## config.mk

```make
export PLATFORM = sky130hd
export DESIGN_NAME = datapath_seq
export DESIGN_NICKNAME = d
export VERILOG_FILES = /design/src/rtl/datapath_pkg.sv /design/src/rtl/datapath_regfile.sv /design/src/rtl/datapath_seq.sv
export SDC_FILE = /design/constraint.sdc
export NUM_CORES = 1
export LEC_CHECK = 0
export CAP_MARGIN = 20
export CORE_MARGIN = 1
export CORE_UTILIZATION = 40
export DETAILED_ROUTE_END_ITERATION = 7
export GPL_TIMING_DRIVEN = 1
export PLACE_DENSITY = 0.59
export SETUP_SLACK_MARGIN = 0.05
export SYNTH_ARGS = -nofsm -noshare
export SYNTH_HDL_FRONTEND = slang
export SYNTH_SLANG_ARGS = --single-unit
```

## constraint.sdc

```tcl
create_clock -name clk -period 4.45 [get_ports clk]
set_input_delay 1.335 -clock clk [delete_from_list [all_inputs] [get_ports clk]]
set_output_delay 1.335 -clock clk [all_outputs]
set_load 0.005 [all_outputs]
```

## src/rtl/datapath_pkg.sv

```systemverilog
// rtl/datapath_pkg.sv - command, ALU, shifter and FSM types shared by datapath_seq
package datapath_pkg;

  typedef enum logic [1:0] {
    K_MOV_IMM = 2'b00,
    K_MOV     = 2'b01,
    K_ALU     = 2'b10,
    K_CMP     = 2'b11
  } cmd_kind_e;

  typedef enum logic [1:0] {
    OP_ADD = 2'b00,
    OP_SUB = 2'b01,
    OP_AND = 2'b10,
    OP_NOT = 2'b11
  } alu_op_e;

  typedef enum logic [1:0] {
    SH_NONE = 2'b00,
    SH_LSL1 = 2'b01,
    SH_LSR1 = 2'b10,
    SH_ASR1 = 2'b11
  } shift_e;

  typedef enum logic [2:0] {
    S_IDLE,
    S_LOAD_A,
    S_LOAD_B,
    S_EXEC,
    S_WB
  } state_e;

  localparam int ST_N = 2;
  localparam int ST_V = 1;
  localparam int ST_Z = 0;

endpackage

```

## src/rtl/datapath_regfile.sv

```systemverilog
// rtl/datapath_regfile.sv - general register file, one write port, two async read ports
// Indices at or above NREGS read as zero and are never written.
module datapath_regfile #(
  parameter int WIDTH = 16,
  parameter int NREGS = 8
) (
  input  logic                     clk,
  input  logic                     rst_n,
  input  logic                     we,
  input  logic [$clog2(NREGS)-1:0] waddr,
  input  logic [WIDTH-1:0]         wdata,
  input  logic [$clog2(NREGS)-1:0] raddr0,
  output logic [WIDTH-1:0]         rdata0,
  input  logic [$clog2(NREGS)-1:0] raddr1,
  output logic [WIDTH-1:0]         rdata1
);

  logic [WIDTH-1:0] mem [NREGS];

  always_ff @(posedge clk or negedge rst_n) begin
    if (!rst_n) begin
      for (int i = 0; i < NREGS; i++) begin
        mem[i] <= '0;
      end
    end else if (we && (int'(waddr) < NREGS)) begin
      mem[waddr] <= wdata;
    end
  end

  assign rdata0 = (int'(raddr0) < NREGS) ? mem[raddr0] : '0;
  assign rdata1 = (int'(raddr1) < NREGS) ? mem[raddr1] : '0;

endmodule

```

## src/rtl/datapath_seq.sv

```systemverilog
// rtl/datapath_seq.sv - register/ALU datapath driven by a single-command micro-sequencer
// Optional debug read port (dbg_addr/dbg_data) enabled by DATAPATH_SEQ_DBG_EN.
module datapath_seq
  import datapath_pkg::*;
#(
  parameter int WIDTH = 16,
  parameter int NREGS = 8,
  parameter int IMM_W = 8
) (
  input  logic                     clk,
  input  logic                     rst_n,
  input  logic                     cmd_valid,
  output logic                     cmd_ready,
  input  logic [1:0]               cmd_kind,
  input  logic [1:0]               cmd_aluop,
  input  logic [1:0]               cmd_shift,
  input  logic                     cmd_use_imm,
  input  logic [$clog2(NREGS)-1:0] cmd_rd,
  input  logic [$clog2(NREGS)-1:0] cmd_rn,
  input  logic [$clog2(NREGS)-1:0] cmd_rm,
  input  logic [IMM_W-1:0]         cmd_imm,
`ifdef DATAPATH_SEQ_DBG_EN
  input  logic [$clog2(NREGS)-1:0] dbg_addr,
  output logic [WIDTH-1:0]         dbg_data,
`endif
  output logic                     done,
  output logic [WIDTH-1:0]         datapath_out,
  output logic [2:0]               status_out
);

  localparam int RW = $clog2(NREGS);

  state_e            state, state_n;
  cmd_kind_e         kind_q;
  alu_op_e           aluop_q, op_eff;
  shift_e            shift_q;
  logic              use_imm_q, imm_sel, rf_we, alu_v;
  logic [RW-1:0]     rd_q, rn_q, rm_q, raddr0, raddr1;
  logic [IMM_W-1:0]  imm_q;
  logic [WIDTH-1:0]  a_q, b_q, c_q, b_src, rdata0, rdata1;
  logic [WIDTH-1:0]  imm_ext, b_shift, ain, bin, alu_res, rf_wdata;
  logic [2:0]        st_q, st_next;

  assign imm_ext = WIDTH'(signed'(imm_q));

  always_ff @(posedge clk or negedge rst_n) begin
    if (!rst_n) state <= S_IDLE;
    else        state <= state_n;
  end

  always_comb begin
    state_n   = state;
    cmd_ready = 1'b0;
    done      = 1'b0;
    unique case (state)
      S_IDLE: begin
        cmd_ready = 1'b1;
        if (cmd_valid) begin
          unique case (cmd_kind_e'(cmd_kind))
            K_MOV_IMM: state_n = S_WB;
            K_MOV:     state_n = S_LOAD_B;
            default:   state_n = S_LOAD_A;
          endcase
        end
      end
      S_LOAD_A: state_n = use_imm_q ? S_EXEC : S_LOAD_B;
      S_LOAD_B: state_n = S_EXEC;
      S_EXEC:   state_n = S_WB;
      S_WB: begin
        done    = 1'b1;
        state_n = S_IDLE;
      end
      default:  state_n = S_IDLE;
    endcase
  end

  // With the debug port, read port 1 belongs to dbg_addr, so operands share port 0.
`ifdef DATAPATH_SEQ_DBG_EN
  assign raddr0   = (state == S_LOAD_B) ? rm_q : rn_q;
  assign raddr1   = dbg_addr;
  assign b_src    = rdata0;
  assign dbg_data = rdata1;
`else
  assign raddr0   = rn_q;
  assign raddr1   = rm_q;
  assign b_src    = rdata1;
`endif

  assign rf_we    = (state == S_WB) && (kind_q != K_CMP);
  assign rf_wdata = (kind_q == K_MOV_IMM) ? imm_ext : c_q;

  datapath_regfile #(.WIDTH(WIDTH), .NREGS(NREGS)) u_regfile (
    .clk    (clk),
    .rst_n  (rst_n),
    .we     (rf_we),
    .waddr  (rd_q),
    .wdata  (rf_wdata),
    .raddr0 (raddr0),
    .rdata0 (rdata0),
    .raddr1 (raddr1),
    .rdata1 (rdata1)
  );

  always_comb begin
    b_shift = b_q;
    unique case (shift_q)
      SH_LSL1: b_shift = {b_q[WIDTH-2:0], 1'b0};
      SH_LSR1: b_shift = {1'b0, b_q[WIDTH-1:1]};
      SH_ASR1: b_shift = {b_q[WIDTH-1], b_q[WIDTH-1:1]};
      default: b_shift = b_q;
    endcase
  end

  // Immediate operand only applies to ALU/CMP; MOV always passes the shifted B register.
  assign imm_sel = use_imm_q && kind_q[1];
  assign ain     = (kind_q == K_MOV) ? '0 : a_q;
  assign bin     = imm_sel ? imm_ext : b_shift;
  assign op_eff  = (kind_q == K_MOV) ? OP_ADD : aluop_q;

  always_comb begin
    alu_res = ain + bin;
    alu_v   = 1'b0;
    unique case (op_eff)
      OP_ADD: begin
        alu_res = ain + bin;
        alu_v   = (ain[WIDTH-1] == bin[WIDTH-1]) && (alu_res[WIDTH-1] != ain[WIDTH-1]);
      end
      OP_SUB: begin
        alu_res = ain - bin;
        alu_v   = (ain[WIDTH-1] != bin[WIDTH-1]) && (alu_res[WIDTH-1] != ain[WIDTH-1]);
      end
      OP_AND:  alu_res = ain & bin;
      default: alu_res = ~bin;
    endcase
    st_next       = '0;
    st_next[ST_N] = alu_res[WIDTH-1];
    st_next[ST_V] = alu_v;
    st_next[ST_Z] = (alu_res == '0);
  end

  always_ff @(posedge clk or negedge rst_n) begin
    if (!rst_n) begin
      kind_q    <= K_MOV_IMM;
      aluop_q   <= OP_ADD;
      shift_q   <= SH_NONE;
      use_imm_q <= 1'b0;
      rd_q      <= '0;
      rn_q      <= '0;
      rm_q      <= '0;
      imm_q     <= '0;
      a_q       <= '0;
      b_q       <= '0;
      c_q       <= '0;
      st_q      <= '0;
    end else begin
      if (cmd_valid && cmd_ready) begin
        kind_q    <= cmd_kind_e'(cmd_kind);
        aluop_q   <= alu_op_e'(cmd_aluop);
        shift_q   <= shift_e'(cmd_shift);
        use_imm_q <= cmd_use_imm;
        rd_q      <= cmd_rd;
        rn_q      <= cmd_rn;
        rm_q      <= cmd_rm;
        imm_q     <= cmd_imm;
      end
      if (state == S_LOAD_A) a_q <= rdata0;
      if (state == S_LOAD_B) b_q <= b_src;
      if (state == S_EXEC) begin
        c_q <= alu_res;
        if (kind_q == K_ALU || kind_q == K_CMP) st_q <= st_next;
      end
    end
  end

  assign datapath_out = c_q;
  assign status_out   = st_q;

endmodule

```

==> qor.tcl, run 1 <==
set qor(status) {finished, final reports clean}
set qor(grt_util_all_layers_pct) 23.3
set qor(finalCriticalPeriod_ns) 4.11
set qor(syn_nets) 1305
set qor(cts_hold_buf) 0
set qor(critPathKind) {reg2reg}
set qor(post-route-worst-setup-slack_ns) 0.341
set qor(cpMaxStageDelayCell) {dfrtp_1}
set qor(dp_hpwl_microns) 24600
set qor(ys.warnings.count) 0
set qor(filler_cell_count) 2874
set qor(hold_viol_final) 0
set qor(yosysTopAreaCell) {dfrtp_1}
set qor(netlist-cell-type-count) 78
set qor(cts_setup_buffers) 0
set qor(post_drt_via_cell_ratio) 5.74
set qor(post-synth-top-count-cell) {dfrtp_1}
set qor(route.vias.total) 9575
set qor(grt_antenna_before_repair) 0
set qor(syn2layout_area_growth_pct) 14.0
set qor(design.die.area_sq_mm) 0.0314
set qor(gp_congestion) 0.950
set qor(synth_sequential_area_ratio_pct) 42.0
set qor(root_buffer) {clkbuf_16}
set qor(number_of_detailed_route_iterations_in_the_first_pass) 5
set qor(synth.area.top_cells) {dfrtp_1 42%, mux4_2 12%, a21oi_1 5.1%, o21ai_0 5.0%, mux2i_1 4.5%}
set qor(f_max_ghz) 0.243
set qor(final_setup_violation_count) 0
set qor(htreeDepth) 1
set qor(synth_top_area_share_pct) 42.0
set qor(maxCapViolations) 0
set qor(synth_edf_count) 0
set qor(num_rows) 63
set qor(synth_area_sq_mm) 0.0123
set qor(maximum_single_stage_delay_on_the_critical_path_ns) 0.47
set qor(grt_overflow_total) 0
set qor(finalMaxSlewViolations) 0
set qor(cp_data_required_time_ns) 4.86
set qor(top_cells_by_count_synth) {206 x dfrtp_1, 146 x nand2_1, 134 x nor2_1}
set qor(worst_setup_path_start_kind) {flop}
set qor(clock_sinks) 206
set qor(start_util_pct) 41.0
set qor(global_route_wire_length_before_repair_microns) 55900
set qor(cts_made_buffers) 24
set qor(die_y_microns) 177
set qor(design_area_sq_mm) 0.0140
set qor(postSynthRegisterBits) 206
set qor(critical-path-top-cell-by-count) {a211oi_1}
set qor(timing.critical_path.to_type) {flop}
set qor(grt_setup_unrepaired) {false}
set qor(skew_ns) 0.0328
set qor(synth_async_sr_flop_share_pct) 100
set qor(postLayoutCoreUtil_pct) 46.7
set qor(pin_count) 48
set qor(placedInstanceArea_sq_mm) 0.0132
set qor(worst_slew_pin_slew_ns) 0.917
set qor(post_synth.cell_area_avg_sq_um) 9.87
set qor(cts.path.max_buffers) 3
set qor(final.setup.tns_ns) 0
set qor(postSynthCellCount) 1244
set qor(cts_tree) {built}
set qor(wl_microns) 35400
set qor(design.core.area_sq_mm) 0.0300
set qor(timing.critical_path.fanout_max) 12
set qor(route.detailed.drc) 0
set qor(first_global_vias) 9507
set qor(final_nets) 1323
set qor(synth-main-ff-cell) {dfrtp_1}
set qor(antennaDiodeCount) 0
set qor(cts-resized-gates) 0
set qor(worstSkewPairLatency_ns) 0.55
set qor(wire_per_inst_microns) 21.2
set qor(critPathArrivalTime_ns) 4.52
set qor(worst_slew_margin_rel_pct) 37.1
set qor(setup_slack_of_the_worst_register_to_register_path_ns) 0.34
set qor(layout-drive-gt1-share_pct) 15.6
set qor(hp-class) {reg2reg}
set qor(detail-route-antenna-nets) 0
set qor(dieWidth_microns) 177
set qor(min_period_over_period_pct) 92.3
set qor(place_worst_setup_slack_ns) 0.330
set qor(dr.first_iter.drc_count) 769
set qor(critical_path_cell_by_cell) {and2_1 > o31a_1 > ha_1 > inv_1 > fa_1 > nand2b_1 > a211oi_1 > buf_4 > nor2_1 > o21ai_1 > mux2_2 > o22ai_1 > a211oi_1 > and4_1 > a32o_2}
set qor(portBuffers) 47
set qor(largest_net_degree_at_the_start_of_global_routing) 61
set qor(clkTransAtPathRegs_ns) 0.06
==> per-layer routing <==
| layer | track usage (%) | vias to the layer above | wire length [microns] |
|---|---|---|---|
| li1 | - | 4508 | - |
| met1 | 32.4 | 4739 | 16000 |
| met2 | 38.1 | 276 | 16700 |
| met3 | 2.96 | 52 | 1790 |
| met4 | 6.57 | 0 | 920 |
| met5 | 0 | - | 0 |
==> cells in the final DEF, fill, tap and decap left out, types with 5 or more instances in the layout <==
master           synthesis  final
a211oi_1                10     10
a21o_1                   8      8
a21oi_1                124    124
a31oi_1                  7      7
and2_1                  19     19
buf_4                    7     34
clkbuf_16                0     24
clkdlybuf4s50_1          0     46
clkinv_2                 0      7
dfrtp_1                206    204
ha_1                    32     32
inv_1                   34     34
mux2_2                  31     31
mux2i_1                 55     55
mux4_2                  64     64
nand2_1                146    146
nand2b_1                 8      8
nand3_1                 13     13
nand3b_1                 5      5
nor2_1                 134    133
nor2b_1                  8      8
nor3_1                  13     12
o21ai_0                122    122
o21ai_1                  5      5
o31ai_1                  6      6
xnor2_1                 13     13
==> worst max-delay path, delay by kind of cell, from the launching register on <==
kind / cells / cell delay [ns]
adders and majority gates: 2 / 0.66
muxes: 1 / 0.37
and+or+nand+nor: 4 / 0.87
DFF: 1 / 0.47
buffers and inverters: 2 / 0.27
AOI/OAI and AO/OA: 6 / 1.37
==> stage by stage <==
stage,instances,hold WS (ns)
2_1_floorplan,1244,0.461
3_3_place_gp,1626,0.467
3_5_place_dp,1626,0.476
4_1_cts,1668,0.490
5_1_grt,1668,0.521
6_report,1668,0.483
==> cell type report <==
| type | instances | area [sq um] | area share, % |
|---|---|---|---|
| Multi-Input combinational cell | 913 | 6630 | 47.4 |
| Inverter | 35 | 131 | 0.938 |
| Clock buffer | 29 | 649 | 4.64 |
| Sequential cell | 206 | 5160 | 36.8 |
| Clock inverter | 13 | 194 | 1.39 |
| Tap cell | 390 | 488 | 3.49 |
| Timing Repair Buffer | 82 | 749 | 5.35 |
==> final timing paths <==
check                              startpoint                end  cells after the start
worst max-delay path                kind_q[1]      status_out[0]                     15
min in group asynchronous               rst_n  u_regfile.mem[43]                      1
worst min register to register  status_out[2]      status_out[2]                      2
max in group asynchronous               rst_n            rd_q[2]                      2
worst min-delay path            status_out[2]      status_out[2]                      2
worst max register to register      kind_q[1]      status_out[0]                     15
==> registers in the layout (all words and copies together), names as in the netlist <==
| signal | cells |
|---|---|
| u_regfile.mem | 128 |
| a_q | 16 |
| b_q | 16 |
| datapath_out | 16 |
| imm_q | 8 |
| raddr0 | 3 |
| raddr1 | 3 |
| rd_q | 3 |
| state | 3 |
| status_out | 3 |
| aluop_q | 2 |
| kind_q | 2 |
| shift_q | 2 |
| use_imm_q | 1 |
==> cells by family (layout without fill, tap and decap cells) <==
logic type | count (synthesis) | in the layout | share of synthesized area, %
flops | 206 | 206 | 42.0
mux | 150 | 150 | 19.1
simple gates | 376 | 376 | 13.6
xor+xnor | 13 | 13 | 0.927
compound gates | 340 | 340 | 16.6
buf+inv | 125 | 159 | 4.26
fa+ha+maj | 34 | 34 | 3.59
Power of run 1 is left out: the tool's default activity adds up to more than one toggle a clock period on the data nets, which glitch-free logic cannot reach.
==> inputs of run 2 (changes only) <==
--- a/config.mk
+++ b/config.mk
@@ -7,10 +7,11 @@
 export LEC_CHECK = 0
 export CAP_MARGIN = 20
 export CORE_MARGIN = 1
-export CORE_UTILIZATION = 40
+export CORE_UTILIZATION = 57
 export DETAILED_ROUTE_END_ITERATION = 7
 export GPL_TIMING_DRIVEN = 1
-export PLACE_DENSITY = 0.59
+export PLACE_DENSITY = 0.75
+export RECOVER_POWER = 50
 export SETUP_SLACK_MARGIN = 0.05
 export SYNTH_ARGS = -nofsm -noshare
 export SYNTH_HDL_FRONTEND = slang
==> run 2 against run 1 <==
Effect of this change: routed wire length fell by 5.9%; the run now ends with max-capacitance violations, max-slew violations left; flip-flop and latch count unchanged; non-clock buffer count is 3 lower; final area down 1.7%; count of clock-buffer cells in the layout increased by 7; fmax decreased by 2.7%; via count is 3.0% higher; sequential share of layout area rose by 0.62 points; die area shrank 30%; largest cell class unchanged; register-to-register slack worse by 0.12 ns; clock skew down 0.0045 ns.
==> qor.tcl, run 2 (synthesized netlist as in run 1, its figures left out) <==
set qor(status) {finished, violations left}
set qor(violations) {max-capacitance violations, max-slew violations}
set qor(critical-path-top-cell-by-count) {a211oi_1}
set qor(cts.path.max_buffers) 3 ;# unchanged
set qor(layout_commonest_cell) {dfrtp_1}
set qor(die_y_microns) 149 ;# -16%
set qor(detail-route-antenna-nets) 0 ;# unchanged
set qor(htreeDepth) 1 ;# unchanged
set qor(post_drt_via_cell_ratio) 6.37 ;# +11%
set qor(finalCriticalPeriod_ns) 4.22 ;# +0.116 ns
set qor(cpMaxStageDelayCell) {a211oi_1}
set qor(design.core.area_sq_mm) 0.0211 ;# -30%
set qor(syn2layout_area_growth_pct) 12.1
set qor(critPathArrivalTime_ns) 4.62 ;# +0.10 ns
set qor(maxCapViolations) 2 ;# +2
set qor(hold_critical_path_depth) 2 ;# unchanged
set qor(crit_cells) 14 ;# -1
set qor(layout-drive-gt1-share_pct) 14.8 ;# -0.72 points
set qor(min_period_over_period_pct) 94.9 ;# +2.6 points
set qor(filler_cell_count) 1667 ;# -42%
set qor(worstSkewPairLatency_ns) 0.53 ;# -0.02 ns
set qor(maximum_single_stage_delay_on_the_critical_path_ns) 0.54 ;# +0.07 ns
set qor(dieWidth_microns) 149 ;# -16%
set qor(grt_antenna_before_repair) 0 ;# unchanged
set qor(seqCellArea_sq_mm) 0.00516 ;# unchanged
set qor(critical_path.top_delay_family) {compound AO/OA/AOI/OAI gates}
set qor(num_rows) 53 ;# -16%
set qor(clock_sinks) 206 ;# unchanged
set qor(number_of_detailed_route_iterations_in_the_first_pass) 5 ;# unchanged
set qor(wl_microns) 33300 ;# -5.9%
set qor(worst_slew_margin_rel_pct) -63.1 ;# -100 points
set qor(multi_input_combinational_cell_area_sq_mm) 0.00663 ;# about the same
set qor(design.die.area_sq_mm) 0.0221 ;# -30%
set qor(start_util_pct) 58.2 ;# +17 points
set qor(route.detailed.drc) 0 ;# unchanged
set qor(most-common-layout-cells) {204 x dfrtp_1, 146 x nand2_1, 133 x nor2_1}
set qor(cts_tree) {built}
set qor(critical_path_cell_by_cell) {and2_1 > o31a_1 > ha_1 > inv_1 > fa_1 > nand2b_1 > a211oi_1 > nor2_1 > o21ai_1 > mux2_2 > o22ai_1 > a211oi_1 > and4_1 > a32o_2}
set qor(clkTransAtPathRegs_ns) 0.06 ;# about the same
set qor(critPathKind) {reg2reg}
set qor(skew_ns) 0.0283 ;# -0.00451 ns
set qor(registers.top_by_ff_count) {u_regfile.mem}
set qor(dp_hpwl_microns) 23100 ;# -6.3%
set qor(grt_util_all_layers_pct) 31.2 ;# +7.9 points
set qor(dr.first_iter.drc_count) 787 ;# +2.3%
set qor(grt_overflow_total) 0 ;# unchanged
set qor(grt_setup_unrepaired) {false}
set qor(final.setup.tns_ns) 0 ;# unchanged
set qor(f_max_ghz) 0.237 ;# -2.7%
set qor(wire_per_inst_microns) 21.5 ;# +1.4%
set qor(route.vias.total) 9865 ;# +3.0%
set qor(cts-resized-gates) 0 ;# unchanged
set qor(final_nets) 1320 ;# -0.23%
set qor(antennaDiodeCount) 0 ;# unchanged
set qor(largest_register_ff_count) 128 ;# unchanged
set qor(pin_count) 48 ;# unchanged
set qor(finalMaxSlewViolations) 135 ;# +135
set qor(largest_net_degree_at_the_start_of_global_routing) 101 ;# +66%
set qor(first_global_vias) 9680 ;# +1.8%
set qor(hp-class) {reg2reg}
set qor(cts_setup_buffers) 0 ;# unchanged
set qor(r2r_worst_path_depth) 14 ;# -1
set qor(timing.critical_path.fanout_max) 12 ;# unchanged
set qor(cts_hold_buf) 0 ;# unchanged
set qor(root_buffer) {clkbuf_16}
set qor(worst_slew_pin_slew_ns) 2.45 ;# +1.53 ns
set qor(final_setup_violation_count) 0 ;# unchanged
set qor(cts_made_buffers) 24 ;# unchanged
set qor(timing.critical_path.to_type) {flop}
set qor(worst_setup_path_start_kind) {flop}
set qor(hold_viol_final) 0 ;# unchanged
set qor(cp_data_required_time_ns) 4.84 ;# -0.02 ns
set qor(gp_congestion) 0.971 ;# +2.3%
set qor(portBuffers) 47 ;# unchanged
set qor(global_route_wire_length_before_repair_microns) 53000 ;# -5.2%
set qor(cp.buffers_inverters) 1 ;# -1
==> run 2: worst paths after layout <==
| check | start | end | slack (ns) |
|---|---|---|---|
| hold reg to reg | status_out[1] | status_out[1] | 0.48 |
| max in group asynchronous | rst_n | a_q[6] | 0.81 |
| setup / recovery | kind_q[1] | status_out[0] | 0.23 |
| setup reg to reg | kind_q[1] | status_out[0] | 0.23 |
| min in group asynchronous | rst_n | status_out[1] | 1.53 |
| hold / removal | status_out[1] | status_out[1] | 0.48 |
==> run 2: metrics by stage <==
| stage | setup WS, ns | hold WS [ns] | cell area [sq um] | std cells | util (%) |
|---|---|---|---|---|---|
| 2_1_floorplan | 0.616 | 0.461 | 12300 | 1244 | - |
| 3_3_place_gp | 0.495 | 0.468 | 13000 | 1505 | 61.5 |
| 3_5_place_dp | 0.383 | 0.473 | 13000 | 1506 | 61.5 |
| 4_1_cts | 0.335 | 0.483 | 13800 | 1546 | 65.4 |
| 5_1_grt | 0.0638 | 0.519 | 13800 | 1548 | 65.3 |
| 6_report | 0.225 | 0.476 | 13800 | 1548 | 65.3 |
==> run 2: layout make-up <==
cell class,count,share of cell area (%)
inverters,35,0.954
clock inverters,4,0.554
repair buffers,79,5.13
multi-input cells,913,48.1
well taps,275,2.50
clock buffers,36,5.28
flip-flops and latches,206,37.5
==> run 2: per-layer routing <==
| layer | global-route usage, % | wire length (microns) | up-vias |
|---|---|---|---|
| met5 | 0 | 0 | - |
| met4 | 10.5 | 1050 | 0 |
| met3 | 4.80 | 2440 | 82 |
| met2 | 50.7 | 16100 | 373 |
| met1 | 43.1 | 13800 | 4917 |
| li1 | - | - | 4493 |
==> run 2: worst reg2reg max path, cell delays in order, from the launching register on <==
cell and delay, ns:
dfrtp_1 0.47, and2_1 0.42, o31a_1 0.27, ha_1 0.23, inv_1 0.08, fa_1 0.43, nand2b_1 0.19, a211oi_1 0.54
nor2_1 0.09, o21ai_1 0.26, mux2_2 0.37, o22ai_1 0.20, a211oi_1 0.08, and4_1 0.22, a32o_2 0.26
Power of run 2 is left out for the same reason.
==> inputs of run 3 (changes only) <==
--- a/config.mk
+++ b/config.mk
@@ -7,10 +7,9 @@
 export LEC_CHECK = 0
 export CAP_MARGIN = 20
 export CORE_MARGIN = 1
-export CORE_UTILIZATION = 57
+export CORE_UTILIZATION = 45
 export DETAILED_ROUTE_END_ITERATION = 7
 export GPL_TIMING_DRIVEN = 1
-export PLACE_DENSITY = 0.75
 export RECOVER_POWER = 50
 export SETUP_SLACK_MARGIN = 0.05
 export SYNTH_ARGS = -nofsm -noshare
==> run 3 against run 2 <==
Effect of this change: the run still ends with max-capacitance violations, max-slew violations left; utilization shrank 14 points; sequential share of layout area shrank 0.28 points; register-to-register slack gained 0.09 ns; routed wire length grew 1.2%; critical path depth grew 1; final area grew 0.76%; flip-flop and latch count is the same; count of clock-buffer cells in the layout is the same; clock skew shrank 0.0086 ns; global-route usage shrank 6.4 points; worst hold slack gained 0.0083 ns.
==> qor.tcl, run 3 (synthesized netlist as in run 1, its figures left out) <==
set qor(status) {finished, violations left}
set qor(violations) {max-capacitance violations, max-slew violations}
set qor(critical_path.top_delay_family) {compound AO/OA/AOI/OAI gates}
set qor(grt_antenna_before_repair) 0 ;# unchanged
set qor(cpMaxStageDelayCell) {dfrtp_1}
set qor(detail-route-antenna-nets) 0 ;# unchanged
set qor(number_of_detailed_route_iterations_in_the_first_pass) 5 ;# unchanged
set qor(clock_sinks) 206 ;# unchanged
set qor(dr.first_iter.drc_count) 873 ;# +11%
set qor(worst_slew_margin_rel_pct) -49.7 ;# +13 points
set qor(final_setup_violation_count) 0 ;# unchanged
set qor(cts.path.max_buffers) 3 ;# unchanged
set qor(post_drt_via_cell_ratio) 5.86 ;# -8.0%
set qor(grt_util_all_layers_pct) 24.9 ;# -6.4 points
set qor(global_route_wire_length_before_repair_microns) 54300 ;# +2.5%
set qor(worstSkewPairLatency_ns) 0.54 ;# about the same
set qor(f_max_ghz) 0.242 ;# +2.2%
set qor(final.setup.tns_ns) 0 ;# unchanged
set qor(critical_path_cell_by_cell) {and2_1 > o31a_1 > ha_1 > inv_1 > fa_1 > nand2b_1 > a211oi_1 > buf_4 > nor2_1 > o21ai_1 > mux2_2 > o22ai_1 > a211oi_1 > and4_1 > a32o_2}
set qor(maximum_single_stage_delay_on_the_critical_path_ns) 0.47 ;# -0.07 ns
set qor(hold_viol_final) 0 ;# unchanged
set qor(hp-class) {reg2reg}
set qor(layout-drive-gt1-share_pct) 15.1 ;# +0.30 points
set qor(route.detailed.drc) 0 ;# unchanged
set qor(first_global_vias) 9451 ;# -2.4%
set qor(syn2layout_area_growth_pct) 13.0
set qor(cts_made_buffers) 25 ;# +4.2%
set qor(min_period_over_period_pct) 92.9 ;# -2.1 points
set qor(critPathKind) {reg2reg}
set qor(route.vias.total) 9508 ;# -3.6%
set qor(cts_tree) {built}
set qor(cts-resized-gates) 0 ;# unchanged
set qor(wl_microns) 33700 ;# +1.2%
set qor(root_buffer) {clkbuf_16}
set qor(layout_commonest_cell) {dfrtp_1}
set qor(largest_register_ff_count) 128 ;# unchanged
set qor(num_rows) 60 ;# +13%
set qor(cts_hold_buf) 0 ;# unchanged
set qor(design.core.area_sq_mm) 0.0269 ;# +27%
set qor(design.die.area_sq_mm) 0.0280 ;# +26%
set qor(pin_count) 48 ;# unchanged
set qor(dp_hpwl_microns) 23200 ;# +0.80%
set qor(finalCriticalPeriod_ns) 4.13 ;# -0.0919 ns
set qor(antennaDiodeCount) 0 ;# unchanged
set qor(htreeDepth) 1 ;# unchanged
set qor(die_y_microns) 167 ;# +12%
set qor(finalMaxSlewViolations) 87 ;# -36%
set qor(maxCapViolations) 1 ;# -1
set qor(portBuffers) 47 ;# unchanged
set qor(skew_ns) 0.0198 ;# -0.00856 ns
set qor(most-common-layout-cells) {204 x dfrtp_1, 146 x nand2_1, 133 x nor2_1}
set qor(start_util_pct) 45.7 ;# -13 points
set qor(critical-path-top-cell-by-count) {a211oi_1}
set qor(final_nets) 1325 ;# +0.38%
set qor(gp_congestion) 0.940 ;# -3.3%
set qor(clkTransAtPathRegs_ns) 0.06 ;# about the same
set qor(cp_data_required_time_ns) 4.87 ;# +0.03 ns
set qor(largest_net_degree_at_the_start_of_global_routing) 87 ;# -14%
set qor(registers.top_by_ff_count) {u_regfile.mem}
set qor(wire_per_inst_microns) 20.8 ;# -3.4%
set qor(worst_setup_path_start_kind) {flop}
set qor(grt_overflow_total) 0 ;# unchanged
set qor(cp.buffers_inverters) 2 ;# +1
set qor(critPathArrivalTime_ns) 4.55 ;# -0.07 ns
set qor(timing.critical_path.to_type) {flop}
set qor(worst_slew_pin_slew_ns) 2.25 ;# -0.201 ns
set qor(dieWidth_microns) 167 ;# +12%
set qor(cts_setup_buffers) 0 ;# unchanged
set qor(grt_setup_unrepaired) {false}
set qor(timing.critical_path.fanout_max) 12 ;# unchanged
[run 3: stage by stage]
stage | hold WS, ns | std cells | utilization (%) | instance area (sq um) | worst slack, ns
floorplan | 0.461 | 1244 | - | 12300 | 0.616
global placement | 0.473 | 1577 | 48.7 | 13100 | 0.509
detailed placement | 0.484 | 1577 | 48.7 | 13100 | 0.383
CTS | 0.498 | 1621 | 51.6 | 13900 | 0.369
global route | 0.527 | 1622 | 51.6 | 13900 | 0.0970
finish | 0.484 | 1622 | 51.6 | 13900 | 0.317
[run 3: per-layer routing]
metal | track usage [%] | up-vias | routed length, microns
met5 | 0 | - | 0
met4 | 6.82 | 0 | 800
met3 | 3.10 | 53 | 1570
met2 | 39.9 | 261 | 15800
met1 | 35.6 | 4676 | 15500
li1 | - | 4518 | -
[run 3: final timing paths]
check / from / end / slack [ns] / cells after the start
worst max-delay path: kind_q[1] / status_out[0] / 0.32 / 15
worst min-delay path: status_out[1] / status_out[1] / 0.48 / 2
worst max register to register: kind_q[1] / status_out[0] / 0.32 / 15
worst min register to register: status_out[1] / status_out[1] / 0.48 / 2
max in group asynchronous: rst_n / raddr1[0] / 0.74 / 2
min in group asynchronous: rst_n / status_out[2] / 1.47 / 1
[run 3: final cells by class]
| class | instances | area [sq um] |
|---|---|---|
| clock buffers | 36 | 697 |
| well taps | 341 | 427 |
| clock inverters | 8 | 90.1 |
| repair buffers | 83 | 744 |
| inverters | 35 | 131 |
| flip-flops and latches | 206 | 5160 |
| fillers | 2468 | 13000 |
| multi-input cells | 913 | 6630 |
[run 3: worst reg2reg max path: cells and delay by family, from the launching register on]
family	cells	cell delay [ns]
flops	1	0.47
simple gates	4	0.89
buf+inv	2	0.26
compound gates	6	1.35
mux	1	0.37
fa+ha+maj	2	0.67
Power of run 3 is left out for the same reason.
